File: config.mk
export PLATFORM = sky130hd
export DESIGN_NAME = snitch_cluster_periph_flat
export DESIGN_NICKNAME = d
export VERILOG_FILES = /design/src/rtl/snitch_cluster_periph_pkg.sv /design/src/rtl/snitch_cluster_periph_if.sv /design/src/rtl/snitch_cluster_periph_barrier.sv /design/src/rtl/snitch_cluster_periph.sv /design/src/flat_wrapper.sv
export SDC_FILE = /design/constraint.sdc
export NUM_CORES = 1
export LEC_CHECK = 0
export BUFFER_PORTS_ARGS = -buffer_cell sky130_fd_sc_hd__buf_2
export CORE_MARGIN = 4
export CORE_UTILIZATION = 54
export DETAILED_ROUTE_END_ITERATION = 12
export GPL_ROUTABILITY_DRIVEN = 0
export GPL_TIMING_DRIVEN = 0
export PLACE_DENSITY_LB_ADDON = 0.05
export SYNTH_ARGS = -nofsm -noshare
export SYNTH_HDL_FRONTEND = slang
export SYNTH_SLANG_ARGS = --single-unit
export TNS_END_PERCENT = 5
File: constraint.sdc
create_clock -name clk_i -period 2.6 [get_ports clk_i]
set_clock_uncertainty 0.1 [all_clocks]
set_input_delay 0.52 -clock clk_i [delete_from_list [all_inputs] [get_ports clk_i]]
set_output_delay 0.52 -clock clk_i [all_outputs]
set_load 0.005 [all_outputs]
File: src/rtl/snitch_cluster_periph_pkg.sv
// Shared types and constants for the cluster-peripheral register block.
//   dreq_t  : core data request  (addr, id, amo, write, data, strb)
//   dresp_t : core data response (data, id, write, error)
// Register offsets are relative to the peripheral window base. Each register
// occupies an 8-byte slot, and the low three offset bits are ignored.
package snitch_cluster_periph_pkg;

   localparam int unsigned IdWidth = 5;

   typedef struct packed {
      logic [31:0]        addr;
      logic [IdWidth-1:0] id;
      logic [3:0]         amo;
      logic               write;
      logic [31:0]        data;
      logic [3:0]         strb;
   } dreq_t;

   typedef struct packed {
      logic [31:0]        data;
      logic [IdWidth-1:0] id;
      logic               write;
      logic               error;
   } dresp_t;

   localparam logic [31:0] PeriphOffTcdmStart   = 32'h0000_0000;
   localparam logic [31:0] PeriphOffTcdmEnd     = 32'h0000_0008;
   localparam logic [31:0] PeriphOffNrCores     = 32'h0000_0010;
   localparam logic [31:0] PeriphOffFetchEnable = 32'h0000_0018;
   localparam logic [31:0] PeriphOffScratch     = 32'h0000_0020;
   localparam logic [31:0] PeriphOffWakeUp      = 32'h0000_0028;
   localparam logic [31:0] PeriphOffCycleCount  = 32'h0000_0030;
   localparam logic [31:0] PeriphOffBarrier     = 32'h0000_0038;
   localparam logic [31:0] PeriphOffPerf        = 32'h0001_0000;

   // A WakeUp write of this value wakes every core.
   localparam logic [31:0] WakeAllMagic = 32'hFFFF_FFFF;

   // Byte-wise write merge used by the strobed Scratch register.
   function automatic logic [31:0] strb_merge(input logic [31:0] old_val,
                                              input logic [31:0] wdata,
                                              input logic [3:0]  strb);
      logic [31:0] res;
      res = old_val;
      for (int b = 0; b < 4; b++) begin
         if (strb[b]) res[8*b +: 8] = wdata[8*b +: 8];
      end
      return res;
   endfunction

endpackage

File: src/rtl/snitch_cluster_periph_if.sv
// Request/response bundle between a core-side requester and the peripheral.
// Handshake: a request transfers on a rising edge where req_valid_i and
// req_ready_o are both high; a response transfers on a rising edge where
// resp_valid_o and resp_ready_i are both high. A response stays stable
// while resp_valid_o is high and resp_ready_i is low.
//   master modport : drives req_i, req_valid_i, resp_ready_i
//   slave modport  : drives req_ready_o, resp_o, resp_valid_o
interface snitch_cluster_periph_if;
   import snitch_cluster_periph_pkg::*;

   dreq_t  req_i;
   logic   req_valid_i;
   logic   req_ready_o;
   dresp_t resp_o;
   logic   resp_valid_o;
   logic   resp_ready_i;

   modport master (
      output req_i, req_valid_i, resp_ready_i,
      input  req_ready_o, resp_o, resp_valid_o
   );

   modport slave (
      input  req_i, req_valid_i, resp_ready_i,
      output req_ready_o, resp_o, resp_valid_o
   );

endinterface

File: src/rtl/snitch_cluster_periph_barrier.sv
// Software barrier arrival counter.
//   clk_i, rst_ni  : clock, asynchronous active-low reset
//   arrive         : one core arrives (count increments)
//   clear          : reset the count without releasing
//   count          : arrivals so far in the current round
//   release_pulse  : one-cycle pulse, the cycle after the last core arrives
module snitch_periph_barrier #(
   parameter int unsigned NrCores = 4,
   localparam int unsigned CntW   = $clog2(NrCores + 1)
) (
   input  logic            clk_i,
   input  logic            rst_ni,
   input  logic            arrive,
   input  logic            clear,
   output logic [CntW-1:0] count,
   output logic            release_pulse
);

   logic [CntW-1:0] count_q;
   logic [CntW-1:0] count_inc;
   logic            hit_all;
   logic            release_q;

   assign count_inc = count_q + CntW'(1);
   assign hit_all   = (count_inc == CntW'(NrCores));

   always_ff @(posedge clk_i or negedge rst_ni) begin
      if (!rst_ni) begin
         count_q   <= '0;
         release_q <= 1'b0;
      end else begin
         release_q <= arrive & ~clear & hit_all;
         if (clear) begin
            count_q <= '0;
         end else if (arrive) begin
            // The last arrival starts a fresh round.
            count_q <= hit_all ? '0 : count_inc;
         end
      end
   end

   assign count         = count_q;
   assign release_pulse = release_q;

endmodule

File: src/rtl/snitch_cluster_periph.sv
// Cluster peripheral register block that responds to core data requests.
// Registers: TCDM start/end, core count, fetch enable, scratch, wake-up,
// cycle counter and software barrier. Single-cycle response latency.
//   clk_i, rst_ni   : clock, asynchronous active-low reset
//   bus             : request/response bundle (slave side)
//   fetch_enable_o  : per-core fetch enable
//   wake_up_o       : per-core one-cycle wake pulse
//   retired_i       : per-core retired-instruction strobe
// Optional build macro SNITCH_PERIPH_PERF_EN adds per-core 32-bit
// retired-instruction counters at offset 0x1_0000 + 8*i. Without the macro,
// that region is unmapped and retired_i is ignored.
module snitch_cluster_periph
   import snitch_cluster_periph_pkg::*;
#(
   parameter logic [31:0] BaseAddr  = 32'h4000_0000,
   parameter int unsigned NrCores   = 4,
   parameter logic [31:0] TcdmStart = 32'h0000_0000,
   parameter logic [31:0] TcdmSize  = 32'h1000_0000
) (
   input  logic               clk_i,
   input  logic               rst_ni,
   snitch_cluster_periph_if.slave bus,
   output logic [NrCores-1:0] fetch_enable_o,
   output logic [NrCores-1:0] wake_up_o,
   input  logic [NrCores-1:0] retired_i
);

   localparam int unsigned CntW    = $clog2(NrCores + 1);
   localparam logic [31:0] TcdmEnd = TcdmStart + TcdmSize;

   dreq_t              req;
   dresp_t             resp_q;
   logic               resp_valid_q;
   logic               req_ready;
   logic               accept;
   logic [31:0]        offset;
   logic [31:0]        reg_off;
   logic               in_regs;
   logic               perf_hit;
   logic               dec_err;
   logic               do_acc;
   logic               reg_wr;
   logic               reg_rd;
   logic [31:0]        rdata;
   logic [NrCores-1:0] fetch_q;
   logic [NrCores-1:0] wake_q;
   logic [NrCores-1:0] wake_d;
   logic [31:0]        scratch_q;
   logic [31:0]        cycle_q;
   logic [CntW-1:0]    bar_count;
   logic               bar_release;
   logic               unused_offset_bits;

   assign req = bus.req_i;

   // A new request can enter whenever the response slot is empty or is
   // being drained during this cycle.
   assign req_ready       = ~resp_valid_q | bus.resp_ready_i;
   assign bus.req_ready_o = req_ready;
   assign accept          = bus.req_valid_i & req_ready;

   // ---------------------------------------------------------------- decode
   assign offset  = req.addr - BaseAddr;
   assign in_regs = (offset[31:6] == '0);
   assign reg_off = {26'd0, offset[5:3], 3'd0};

`ifdef SNITCH_PERIPH_PERF_EN
   assign perf_hit = (offset[31:16] == PeriphOffPerf[31:16]) &&
                     (offset[15:3] < 13'(NrCores));
`else
   assign perf_hit = 1'b0;
`endif

   assign unused_offset_bits = ^offset[2:0];

   // Errored requests (bad offset or any atomic) have no side effect.
   assign dec_err = (req.amo != '0) | ~(in_regs | perf_hit);
   assign do_acc  = accept & ~dec_err;
   assign reg_wr  = do_acc & in_regs &  req.write;
   assign reg_rd  = do_acc & in_regs & ~req.write;

`ifdef SNITCH_PERIPH_PERF_EN
   logic [31:0]        perf_q [NrCores];
   logic [NrCores-1:0] perf_clr;

   always_comb begin
      perf_clr = '0;
      for (int unsigned i = 0; i < NrCores; i++) begin
         if (do_acc && perf_hit && req.write && (offset[15:3] == 13'(i))) perf_clr[i] = 1'b1;
      end
   end

   // A clear wins over a retire strobe in the same cycle.
   always_ff @(posedge clk_i or negedge rst_ni) begin
      if (!rst_ni) begin
         for (int unsigned i = 0; i < NrCores; i++) perf_q[i] <= '0;
      end else begin
         for (int unsigned i = 0; i < NrCores; i++) begin
            if (perf_clr[i])      perf_q[i] <= '0;
            else if (retired_i[i]) perf_q[i] <= perf_q[i] + 32'd1;
         end
      end
   end
`else
   logic unused_retired;
   assign unused_retired = ^retired_i;
`endif

   // -------------------------------------------------------------- read mux
   always_comb begin
      rdata = '0;
      if (in_regs) begin
         case (reg_off)
            PeriphOffTcdmStart:   rdata = TcdmStart;
            PeriphOffTcdmEnd:     rdata = TcdmEnd;
            PeriphOffNrCores:     rdata = 32'(NrCores);
            PeriphOffFetchEnable: rdata[NrCores-1:0] = fetch_q;
            PeriphOffScratch:     rdata = scratch_q;
            // The response becomes visible one cycle after the sample, so the
            // read returns the value the counter holds at that point.
            PeriphOffCycleCount:  rdata = cycle_q + 32'd1;
            PeriphOffBarrier:     rdata[CntW-1:0] = bar_count;
            default:              rdata = '0;
         endcase
      end
`ifdef SNITCH_PERIPH_PERF_EN
      for (int unsigned i = 0; i < NrCores; i++) begin
         if (perf_hit && (offset[15:3] == 13'(i))) rdata = perf_q[i];
      end
`endif
   end

   // ----------------------------------------------------------- wake-up write
   always_comb begin
      wake_d = '0;
      if (reg_wr && (reg_off == PeriphOffWakeUp)) begin
         if (req.data == WakeAllMagic) begin
            wake_d = '1;
         end else begin
            // Values that name no core produce no pulse.
            for (int unsigned i = 0; i < NrCores; i++) begin
               if (req.data == 32'(i)) wake_d[i] = 1'b1;
            end
         end
      end
   end

   // -------------------------------------------------------------- registers
   always_ff @(posedge clk_i or negedge rst_ni) begin
      if (!rst_ni) begin
         fetch_q   <= '0;
         scratch_q <= '0;
         cycle_q   <= '0;
         wake_q    <= '0;
      end else begin
         wake_q <= wake_d;
         if (reg_wr && (reg_off == PeriphOffFetchEnable)) fetch_q <= req.data[NrCores-1:0];
         if (reg_wr && (reg_off == PeriphOffScratch)) begin
            scratch_q <= strb_merge(scratch_q, req.data, req.strb);
         end
         // A software load takes priority over the free-running increment.
         if (reg_wr && (reg_off == PeriphOffCycleCount)) cycle_q <= req.data;
         else                                             cycle_q <= cycle_q + 32'd1;
      end
   end

   snitch_periph_barrier #(
      .NrCores (NrCores)
   ) i_barrier (
      .clk_i         (clk_i),
      .rst_ni        (rst_ni),
      .arrive        (reg_rd && (reg_off == PeriphOffBarrier)),
      .clear         (reg_wr && (reg_off == PeriphOffBarrier)),
      .count         (bar_count),
      .release_pulse (bar_release)
   );

   // --------------------------------------------------------------- response
   always_ff @(posedge clk_i or negedge rst_ni) begin
      if (!rst_ni) begin
         resp_valid_q <= 1'b0;
         resp_q       <= '0;
      end else if (accept) begin
         resp_valid_q <= 1'b1;
         resp_q.data  <= (dec_err || req.write) ? 32'd0 : rdata;
         resp_q.id    <= req.id;
         resp_q.write <= req.write;
         resp_q.error <= dec_err;
      end else if (bus.resp_ready_i) begin
         resp_valid_q <= 1'b0;
      end
   end

   assign bus.resp_o       = resp_q;
   assign bus.resp_valid_o = resp_valid_q;
   assign fetch_enable_o   = fetch_q;
   assign wake_up_o        = wake_q | {NrCores{bar_release}};

endmodule

File: src/flat_wrapper.sv
// flat-port wrapper written by rule: the top's interface ports become plain ports
module snitch_cluster_periph_flat import snitch_cluster_periph_pkg::*;
#(
   parameter logic [31:0] BaseAddr  = 32'h4000_0000,
   parameter int unsigned NrCores   = 4,
   parameter logic [31:0] TcdmStart = 32'h0000_0000,
   parameter logic [31:0] TcdmSize  = 32'h1000_0000
)
  (clk_i, rst_ni, fetch_enable_o, wake_up_o, retired_i, bus_req_i, bus_req_valid_i, bus_resp_ready_i, bus_req_ready_o, bus_resp_o, bus_resp_valid_o);
  snitch_cluster_periph_if bus_i ();
  input  logic clk_i;
  input  logic rst_ni;
  output logic [NrCores-1:0] fetch_enable_o;
  output logic [NrCores-1:0] wake_up_o;
  input  logic [NrCores-1:0] retired_i;
  input wire logic [$bits(bus_i.req_i)-1:0] bus_req_i;
  input wire logic [$bits(bus_i.req_valid_i)-1:0] bus_req_valid_i;
  input wire logic [$bits(bus_i.resp_ready_i)-1:0] bus_resp_ready_i;
  output wire logic [$bits(bus_i.req_ready_o)-1:0] bus_req_ready_o;
  output wire logic [$bits(bus_i.resp_o)-1:0] bus_resp_o;
  output wire logic [$bits(bus_i.resp_valid_o)-1:0] bus_resp_valid_o;
  assign bus_i.req_i = bus_req_i;
  assign bus_i.req_valid_i = bus_req_valid_i;
  assign bus_i.resp_ready_i = bus_resp_ready_i;
  assign bus_req_ready_o = bus_i.req_ready_o;
  assign bus_resp_o = bus_i.resp_o;
  assign bus_resp_valid_o = bus_i.resp_valid_o;
  snitch_cluster_periph #(.BaseAddr(BaseAddr), .NrCores(NrCores), .TcdmStart(TcdmStart), .TcdmSize(TcdmSize)) u_core (.clk_i(clk_i), .rst_ni(rst_ni), .bus(bus_i), .fetch_enable_o(fetch_enable_o), .wake_up_o(wake_up_o), .retired_i(retired_i));
endmodule
==> results.ini, run 1 <==
[cells_and_area]
final_common_cell = buf_2
nFillCells = 771
drive_gt1_share_pct = 32.3
nets = 762
final_cell_mix = 128 x buf_2, 116 x dfrtp_1, 50 x nor2_1
syn2layout_area_growth_pct = 25.8
num_antenna_cells = 0

[route]
drtIter0Drc = 366
routedWlPerCell_um = 18.7
dr_total_vias = 4837
drtPass1Iterations = 5
antenna_left = 0
via_per_inst = 5.92
routed_wl_mm = 15.3
drc = 0

[sta]
post-route-worst-setup-slack_ns = 0.206
drv_slew = 0
finalHoldViolations = 0
rsz0062_at_grt = false
max_freq_mhz = 418
period_needed_ns = 2.39
setup_viol_count_final = 0
period_share_pct = 92.1
worst_slew_pin_slew_ns = 0.928
maxSlewHeadroom_pct = 37.6

[critical_path]
crit_start = u_core.cycle_q[0]
reg2reg_depth = 7
slowest_delay_ns = 0.46
crit_arrival_ns = 2.67
start_kind = flop
required_ns = 2.87
cp_slowest_cell = clkbuf_1
cp_cell_sequence = ha_1 > nand3_1 > nor2_1 > clkbuf_1 > nand4_1 > xor2_1 > o21ai_0
r2r_start = u_core.cycle_q[0]
crit_fanout = 10
cp-end-kind = flop
critPathKind = flop to flop

[global_route]
overflow = 0
grt_antenna_before_repair = 0
grt_max_degree = 70
grt_pass1_wl_mm = 24.3
grt_pass1_vias = 4808
track_usage_pct = 26.5

[yosys]
avgSynthCellArea_um2 = 10.6
synth_edf_count = 0
yosysUniqueCellTypes = 39
yosys_register_bits = 116
synthFlopType = dfrtp_1
async_flop_share_pct = 100
synthCells = 525
synth.area.top_cells = dfrtp_1 52%, mux2_2 8.9%, xor2_1 3.6%
synth_top_cell_area_share_pct = 52.0
netlist_area_mm2 = 0.00559
ys_seq_area_share_pct = 52.0
synthesis.nets = 615
yosys_warnings = 0
yosysTopAreaCell = dfrtp_1

[floorplan]
die_h_um = 110
num_io_pins = 135
dieArea_mm2 = 0.0120
rows = 36
start_util_pct = 56.4
fp.dieW_um = 110
core_mm2 = 0.00991

[power]
powerDensity_mw_per_mm2 = 625
internal-power_mw = 3.42
power_mw = 4.39
sw_frac_of_total_pct = 22.2
leakagePower_nw = 3.39
p_sw_uw = 977
share_seq_of_total_power_pct = 41.6
p_clk_share_pct = 52.8
vdd_drop_max_mv = 0.571
p_comb_share_pct = 5.6

[placed_design]
io_buffers = 126
dp_hpwl_mm = 11.1
preCtsSetupSlack_ns = -0.199

[cts]
clock_latency_ns = 0.51
cts_root_buf = clkbuf_8
cts_tree = yes
clkSinkCount = 116
clk_path_buf_depth = 2
cts_buffers = 17
cts_setup_buffers = 0
htree_levels = 4
path_clk_slew_ns = 0.06

[min_path]
whs_path_depth = 2
hp-class = primary input to flop
min-delay-start = bus_req_i[42]

[status]
status = complete, no violations

[job]
maxCapViolations = 0

synth_stat cells, drive strengths merged, types with 6 or more instances:
master  instances
nor2           50
mux2           44
nand4          29
clkbuf         22
nand3          24
nand2          21
nor4           26
xor2           23
dfrtp         116
xnor2           7
o21ai          34
a21oi          37
a22oi          24
inv             6
path summary, 6_finish.rpt:
check	slack [ns]	to
max reg2reg	0.21	u_core.bus.resp_o[35]
min reg2reg	0.37	u_core.bus.resp_o[14]
max in group asynchronous	1.18	u_core.cycle_q[29]
max	0.21	u_core.bus.resp_o[35]
min	0.15	u_core.bus.resp_o[3]
min in group asynchronous	0.48	u_core.bus.resp_o[1]
power groups by stage:
stage | logic, mW | registers [mW] | clock network [mW]
global placement | 0.236 | 1.86 | 0
finish | 0.247 | 1.83 | 2.32
global route | 0.273 | 1.83 | 2.44
detailed placement | 0.245 | 1.86 | 0
CTS | 0.248 | 1.83 | 2.35
floorplan | 0.0701 | 1.86 | 0
routing by layer:
metal  up-vias  wire length (µm)  GRT usage [%]
met5         -                 0              0
met4         0               369           9.71
met3        30              1190           6.34
met2       218              7200           41.8
met1      2351              6530           35.9
li1       2238                 -              -
flip-flops by register name, summed over array words and instances, names as in the netlist:
register                        flops
u_core.i_barrier.count              3
u_core.i_barrier.release_pulse      1
u_core.fetch_enable_o               4
u_core.scratch_q                   32
u_core.cycle_q                     32
u_core.bus.resp_valid_o             1
u_core.wake_q                       4
u_core.bus.resp_o                  39
cells by family after synthesis:
kind of cell	Yosys count	synth area share [%]
AND/OR/NAND/NOR	187	19.3
multiplexers	47	9.41
flip-flops	116	52.0
adder cells (fa/ha/maj)	4	0.896
AO/OA/AOI/OAI	109	11.6
XOR/XNOR	30	4.70
buffers and inverters	32	2.22
critical path: cells and delay by family, from the launching register on:
kind,cells,cell delay [ns]
flip-flops,1,0.44
buffers and inverters,1,0.46
AO/OA/AOI/OAI,1,0.15
adder cells (fa/ha/maj),1,0.23
AND/OR/NAND/NOR,3,0.59
XOR/XNOR,1,0.28
area by class of cell:
class,count,area [µm²],area share [%]
well taps,133,166,2.37
multi-input cells,377,2570,36.5
clock buffers,19,442,6.28
repair buffers,128,671,9.54
clock inverters,12,156,2.23
inverters,6,22.5,0.320
plain buffers,26,101,1.44
flip-flops and latches,116,2900,41.3
what timing repair did:
item | CTS | global route
endpoints found under the setup margin | 8 | 0
endpoints found under the hold margin | 47 | 0
resized for setup | 1 | 0
hold buffers | 1 | 0
per-stage QoR:
step / hold WS [ns] / util (%) / std cells / area (µm²) / TNS, ns
2_1_floorplan: 0.124 / - / 525 / 5590 / 0
3_3_place_gp: 0.358 / 64.4 / 784 / 6380 / -54.20
3_5_place_dp: 0.365 / 64.7 / 785 / 6410 / -6.90
4_1_cts: 0.134 / 70.9 / 817 / 7030 / 0
5_1_grt: 0.131 / 70.9 / 817 / 7030 / 0
6_report: 0.148 / 70.9 / 817 / 7030 / 0
Note: power is estimated with default switching activity, not from simulation.
==> run 2: changes to the inputs <==
CORE_UTILIZATION = 50   (was 54)
==> run 2 against run 1 <==
Against the previous run: core utilization decreased by 6.5 points; worst setup slack better by 0.017 ns; highest routed layer unchanged; first-iteration DRC count increased by 13%; non-clock buffer count unchanged; largest cell class unchanged; fmax increased by 0.74%; combinational power is 2% higher; via count fell by 0.50%; critical path depth did not move; register-to-register slack improved by 0.02 ns; final area is 0.20% lower.
==> results.ini, run 2 (synthesized netlist as in run 1, its figures left out) <==
[status]
status = complete, no violations

[cells_and_area]
final_common_cell = buf_2
syn2layout_area_growth_pct = 25.6
largest_reg_flops = 39  ; unchanged
nets = 762  ; unchanged
fin_util_pct = 64.4  ; -6.5 points
multi_input_area_mm2 = 0.00257  ; unchanged
final-seq-area_mm2 = 0.00290  ; unchanged
num_antenna_cells = 0  ; unchanged
final_cell_mix = 128 x buf_2, 116 x dfrtp_1, 50 x nor2_1
nFillCells = 938  ; +22%
drive_gt1_share_pct = 31.9  ; -0.44 points

[global_route]
grt_pass1_vias = 4875  ; +1.4%
grt_max_degree = 101  ; +44%
grt_antenna_before_repair = 0  ; unchanged
track_usage_pct = 24.7  ; -1.9 points
overflow = 0  ; unchanged
grt_pass1_wl_mm = 24.9  ; +2.1%

[sta]
maxSlewHeadroom_pct = 43.4  ; +5.8 points
setup_viol_count_final = 0  ; unchanged
max_freq_mhz = 421  ; +0.74%
rsz0062_at_grt = false
period_share_pct = 91.4  ; -0.67 points
worst_slew_pin_slew_ns = 0.842  ; -0.0858 ns
finalHoldViolations = 0  ; unchanged
period_needed_ns = 2.38  ; -0.0175 ns
drv_slew = 0  ; unchanged
holdWs_ns = 0.126  ; -0.0223 ns
post-route-worst-setup-slack_ns = 0.223  ; +0.0175 ns

[floorplan]
start_util_pct = 51.3  ; -5.1 points
num_io_pins = 135  ; unchanged
fp.dieW_um = 114  ; +3.6%
dieArea_mm2 = 0.0129  ; +7.4%
core_mm2 = 0.0109  ; +9.9%
rows = 38  ; +5.6%
die_h_um = 114  ; +3.6%

[cts]
clk_path_buf_depth = 2  ; unchanged
clock_latency_ns = 0.53  ; +0.02 ns
cts_buffers = 17  ; unchanged
htree_levels = 4  ; unchanged
clkSinkCount = 116  ; unchanged
cts_root_buf = clkbuf_8
path_clk_slew_ns = 0.06  ; about the same
cts_setup_buffers = 0  ; unchanged
cts_tree = yes

[critical_path]
cp-end-kind = flop
start_kind = flop
crit_fanout = 10  ; unchanged
crit_arrival_ns = 2.67  ; about the same
critPathKind = flop to flop
required_ns = 2.89  ; +0.02 ns

[power]
p_clk_share_pct = 52.3  ; -0.5 points
internal-power_mw = 3.38  ; -0.94%
share_seq_of_total_power_pct = 42.0  ; +0.4 points
vdd_drop_max_mv = 0.374  ; -34%
leakagePower_nw = 3.38  ; -0.21%
power_mw = 4.36  ; -0.87%
p_comb_share_pct = 5.8  ; +0.2 points
p_sw_uw = 971  ; -0.64%
powerDensity_mw_per_mm2 = 621  ; -0.68%
sw_frac_of_total_pct = 22.3  ; +0.052 points

[route]
routedWlPerCell_um = 18.6  ; -0.82%
via_per_inst = 5.84  ; -1.3%
drtPass1Iterations = 5  ; unchanged
antenna_left = 0  ; unchanged
routed_wl_mm = 15.3  ; about the same
dr_total_vias = 4813  ; -0.50%
drc = 0  ; unchanged
drtIter0Drc = 412  ; +13%

[placed_design]
preCtsSetupSlack_ns = -0.183  ; +0.0157 ns
dp_hpwl_mm = 11.3  ; +1.8%
io_buffers = 126  ; unchanged

[job]
maxCapViolations = 0  ; unchanged

[min_path]
hp-class = primary input to flop

run 2: cell types whose count changed in the layout (fill, tap and decap cells not counted), sizes merged:
| cell | change |
|---|---|
| clkinvlp | -1 |
| clkinv | -1 |
| clkbuf | +2 |
run 2: area by class of cell:
cell class              count  area share [%]
plain buffers              26            1.44
inverters                   6           0.321
repair buffers            128            9.61
clock buffers              21            6.26
flip-flops and latches    116            41.4
well taps                 140            2.50
clock inverters            10            1.89
multi-input cells         377            36.6
run 2: power groups by stage:
stage / logic (mW) / clock network, mW / registers [mW]
2_1_floorplan: 0.0701 / 0 / 1.86
3_3_place_gp: 0.240 / 0 / 1.86
3_5_place_dp: 0.251 / 0 / 1.86
4_1_cts: 0.253 / 2.30 / 1.83
5_1_grt: 0.277 / 2.39 / 1.83
6_report: 0.251 / 2.28 / 1.83
run 2: per-stage QoR:
step	instance area [µm²]	std cells	TNS [ns]
finish	7010	824	0
global route	7010	824	0
CTS	7010	824	0
detailed placement	6430	792	-9.00
global placement	6390	791	-60.83
floorplan	5590	525	0
run 2: path summary, 6_finish.rpt:
check                      slack, ns                   from                    end  cells past startpoint
max                             0.22      u_core.cycle_q[0]  u_core.bus.resp_o[33]                      7
min                             0.13          bus_req_i[43]   u_core.bus.resp_o[4]                      2
max reg2reg                     0.22      u_core.cycle_q[0]  u_core.bus.resp_o[33]                      7
min reg2reg                     0.37  u_core.bus.resp_o[15]  u_core.bus.resp_o[15]                      1
max in group asynchronous       1.38                 rst_ni   u_core.bus.resp_o[9]                      3
min in group asynchronous       0.30                 rst_ni  u_core.bus.resp_o[22]                      2
run 2: metal layers:
layer / wire, µm / GRT usage [%] / vias to the layer above / share of wire, %
li1: - / - / 2246 / -
met3: 1170 / 6.05 / 24 / 7.6
met5: 0 / 0 / - / 0
met4: 239 / 7.85 / 0 / 1.6
met2: 7010 / 38.5 / 179 / 46
met1: 6890 / 34.1 / 2364 / 45
run 2: critical path: stages, from the launching register on:
cell and delay, ns:
dfrtp_1 0.42, ha_1 0.24, nand3_1 0.18, nor2_1 0.23, clkbuf_1 0.45, nand4_1 0.23
xor2_1 0.27, o21ai_0 0.13
run 2: timing repair:
item | 4_1_cts | 5_1_grt
hold buffers | 1 | 0
endpoints found under the setup margin | 8 | 0
resized for setup | 1 | 0
endpoints found under the hold margin | 16 | 0
==> run 3: changes to the inputs <==
SYNTH_HIERARCHICAL = 1   (was default)
==> run 3 against run 2 <==
Against the previous run: power is 3.1% higher; count of clock-buffer cells in the layout is 1 higher; sequential power hardly changed; via count is 1.3% lower; register-to-register slack worse by 0.17 ns; cell count stayed put; sequential share of layout area is 0.63 points lower; worst hold slack better by 0.017 ns; largest cell class unchanged; highest routed layer unchanged.
==> results.ini, run 3 <==
[power]
sw_frac_of_total_pct = 21.2  ; -1.1 points
internal-power_mw = 3.54  ; +4.5%
power_mw = 4.49  ; +3.1%
p_comb_share_pct = 5.5  ; -0.3 points
leakagePower_nw = 3.34  ; -1.1%
share_seq_of_total_power_pct = 40.7  ; -1.3 points
p_sw_uw = 953  ; -1.9%
vdd_drop_max_mv = 0.433  ; +16%
p_clk_share_pct = 53.8  ; +1.5 points
powerDensity_mw_per_mm2 = 631  ; +1.5%

[yosys]
yosys.area_share.simple_pct = 19.8  ; +0.50 points
avgSynthCellArea_um2 = 10.7  ; +0.39%
synthTopCellsByCount = 116 x dfrtp_1, 54 x nor2_1, 44 x mux2_2
async_flop_share_pct = 100  ; unchanged
synth_top_cell_area_share_pct = 51.9  ; -0.10 points
synth.area.top_cells = dfrtp_1 52%, mux2_2 8.9%, xnor2_1 3.8%
synthAdderAreaFrac_pct = 0.671  ; -0.23 points
netlist_area_mm2 = 0.00560  ; +0.20%
yosysUniqueCellTypes = 45  ; +15%
synth_edf_count = 0  ; unchanged
synth_top_family_by_area = simple AND/OR/NAND/NOR gates
yosysTopAreaCell = dfrtp_1
synthCells = 524  ; -0.19%
synthFlopType = dfrtp_1
yosys.cell_count.top_type = dfrtp_1
ys_seq_area_share_pct = 51.9  ; -0.10 points
synth.mux.area_fraction_pct = 9.21  ; -0.20 points
synthesis.nets = 613  ; -0.33%
yosys_register_bits = 116  ; unchanged
synth_compound_area_share_pct = 11.5  ; -0.068 points
yosys_warnings = 6  ; +6
synth_xor_area_share_pct = 5.01  ; +0.30 points

[floorplan]
core_mm2 = 0.0109  ; unchanged
die_h_um = 114  ; about the same
fp.dieW_um = 114  ; about the same
dieArea_mm2 = 0.0130  ; +0.18%
start_util_pct = 51.4  ; +0.10 points
num_io_pins = 135  ; unchanged
rows = 38  ; unchanged

[cells_and_area]
largest_reg_flops = 39  ; unchanged
nFillCells = 906  ; -3.4%
final_common_cell = buf_2
num_antenna_cells = 0  ; unchanged
syn2layout_area_growth_pct = 27.2
fin_cells = 824  ; unchanged
nets = 761  ; -0.13%
final_cell_mix = 129 x buf_2, 116 x dfrtp_1, 54 x nor2_1
fin_area_mm2 = 0.00712  ; +1.6%
drive_gt1_share_pct = 33.2  ; +1.3 points

[critical_path]
reg2reg_depth = 8  ; +1
r2r_start = u_core/bus.resp_valid_o
cp_num_buf_inv = 4  ; +3
critPathKind = flop to flop
crit_family = simple AND/OR/NAND/NOR gates
start_kind = flop
required_ns = 2.94  ; +0.05 ns
cp-end-kind = flop
cp_slowest_cell = or4_1
rrSetupSlack_ns = 0.06  ; -0.17 ns
rr_endpoint = u_core/cycle_q[28]
crit_fanout = 10  ; unchanged
slowest_delay_ns = 0.54  ; +0.09 ns
crit_arrival_ns = 2.88  ; +0.21 ns
cp_cell_sequence = nand2b_1 > clkbuf_1 > nand4_2 > or4_1 > clkbuf_1 > buf_2 > buf_2 > a21oi_1

[route]
drtPass1Iterations = 4  ; -1
via_per_inst = 5.77  ; -1.3%
routedWlPerCell_um = 18.5  ; -0.20%
drtIter0Drc = 313  ; -24%
antenna_left = 0  ; unchanged
dr_total_vias = 4751  ; -1.3%
routed_wl_mm = 15.3  ; -0.20%
drc = 0  ; unchanged

[placed_design]
dp_hpwl_mm = 11.1  ; -2.1%
preCtsSetupSlack_ns = -0.544  ; -0.361 ns
io_buffers = 127  ; +0.79%
place_inst = 792  ; unchanged
placed_cell_area_mm2 = 0.00644  ; +0.25%

[sta]
maxSlewHeadroom_pct = 33.5  ; -9.9 points
drv_slew = 0  ; unchanged
worst_slew_pin_slew_ns = 0.989  ; +0.147 ns
finalHoldViolations = 0  ; unchanged
period_share_pct = 97.8  ; +6.4 points
tns_ns = 0  ; unchanged
max_freq_mhz = 393  ; -6.5%
setup_viol_count_final = 0  ; unchanged
post-route-worst-setup-slack_ns = 0.0570  ; -0.166 ns
rsz0062_at_grt = true
period_needed_ns = 2.54  ; +0.166 ns

[cts]
clock_latency_ns = 0.51  ; -0.02 ns
clk_path_buf_depth = 2  ; unchanged
cts_buffers = 17  ; unchanged
clkSinkCount = 116  ; unchanged
cts_root_buf = clkbuf_8
cts_setup_buffers = 0  ; unchanged
htree_levels = 4  ; unchanged
path_clk_slew_ns = 0.06  ; about the same
cts_tree = yes

[global_route]
grt_max_degree = 95  ; -5.9%
overflow = 0  ; unchanged
grt_pass1_vias = 4840  ; -0.72%
grt_pass1_wl_mm = 25.0  ; +0.47%
grt_antenna_before_repair = 0  ; unchanged
track_usage_pct = 24.5  ; -0.12 points

[min_path]
min_to = u_core/bus.resp_o[4]
hp-class = primary input to flop
whs_path_depth = 2  ; unchanged
min-delay-start = bus_req_i[43]

[status]
status = complete, no violations

[job]
maxCapViolations = 0  ; unchanged

run 3: routing by layer:
layer  routed length (µm)  up-vias  GRT usage, %
li1                     -     2224             -
met1                 6800     2319          34.4
met2                 7050      185          38.0
met3                 1140       23          6.26
met4                  288        0          7.28
met5                    0        -             0
run 3: area by class of cell:
type / instances / area [µm²] / share of cell area [%]
plain buffers: 24 / 93.8 / 1.32
clock buffers: 22 / 463 / 6.50
clock inverters: 9 / 151 / 2.13
inverters: 5 / 18.8 / 0.263
multi-input cells: 379 / 2640 / 37.0
flip-flops and latches: 116 / 2900 / 40.8
well taps: 140 / 175 / 2.46
repair buffers: 129 / 679 / 9.54
run 3: worst reg2reg max path: cells and delay by family, from the launching register on:
family / cells / cell delay (ns)
buffers and inverters: 4 / 0.91
and+or+nand+nor: 3 / 0.93
DFF: 1 / 0.37
AOI/OAI and AO/OA: 1 / 0.17
run 3: worst max-delay path by stage:
| stage | from | cells past startpoint | end |
|---|---|---|---|
| after floorplan | bus_req_i[58] | 6 | u_core/bus.resp_o[11] |
| after global placement | rst_ni | 1 | u_core/i_barrier/release_pulse |
| after detailed placement | bus_req_i[50] | 5 | u_core/scratch_q[8] |
| after CTS | u_core/bus.resp_valid_o | 5 | u_core/scratch_q[4] |
| after global routing | u_core/bus.resp_valid_o | 5 | u_core/scratch_q[26] |
| final | u_core/bus.resp_valid_o | 8 | u_core/cycle_q[28] |
run 3: cells by family after synthesis:
family                   count (synthesis)
AND/OR/NAND/NOR                        189
flip-flops                             116
AO/OA/AOI/OAI                          109
multiplexers                            46
XOR/XNOR                                32
buffers and inverters                   29
adder cells (fa/ha/maj)                  3
run 3: power groups by stage:
stage	logic [mW]	clock network, mW	registers (mW)
floorplan	0.0675	0	1.86
global placement	0.236	0	1.86
detailed placement	0.248	0	1.86
CTS	0.251	2.44	1.83
global route	0.276	2.55	1.83
finish	0.248	2.42	1.83
run 3: repair_timing:
| item | in CTS | in global routing |
|---|---|---|
| gates resized for setup | 4 | 4 |
| setup endpoints to repair | 27 | 35 |
| endpoints found under the hold margin | 22 | 0 |
| pin swaps | 0 | 2 |
| hold buffers | 1 | 0 |
run 3: stage by stage:
| step | util, % | hold WS, ns |
|---|---|---|
| 2_1_floorplan | - | 0.124 |
| 6_report | 65.4 | 0.143 |
| 4_1_cts | 65.2 | 0.129 |
| 3_3_place_gp | 58.9 | 0.361 |
| 3_5_place_dp | 59.2 | 0.292 |
| 5_1_grt | 65.4 | 0.126 |
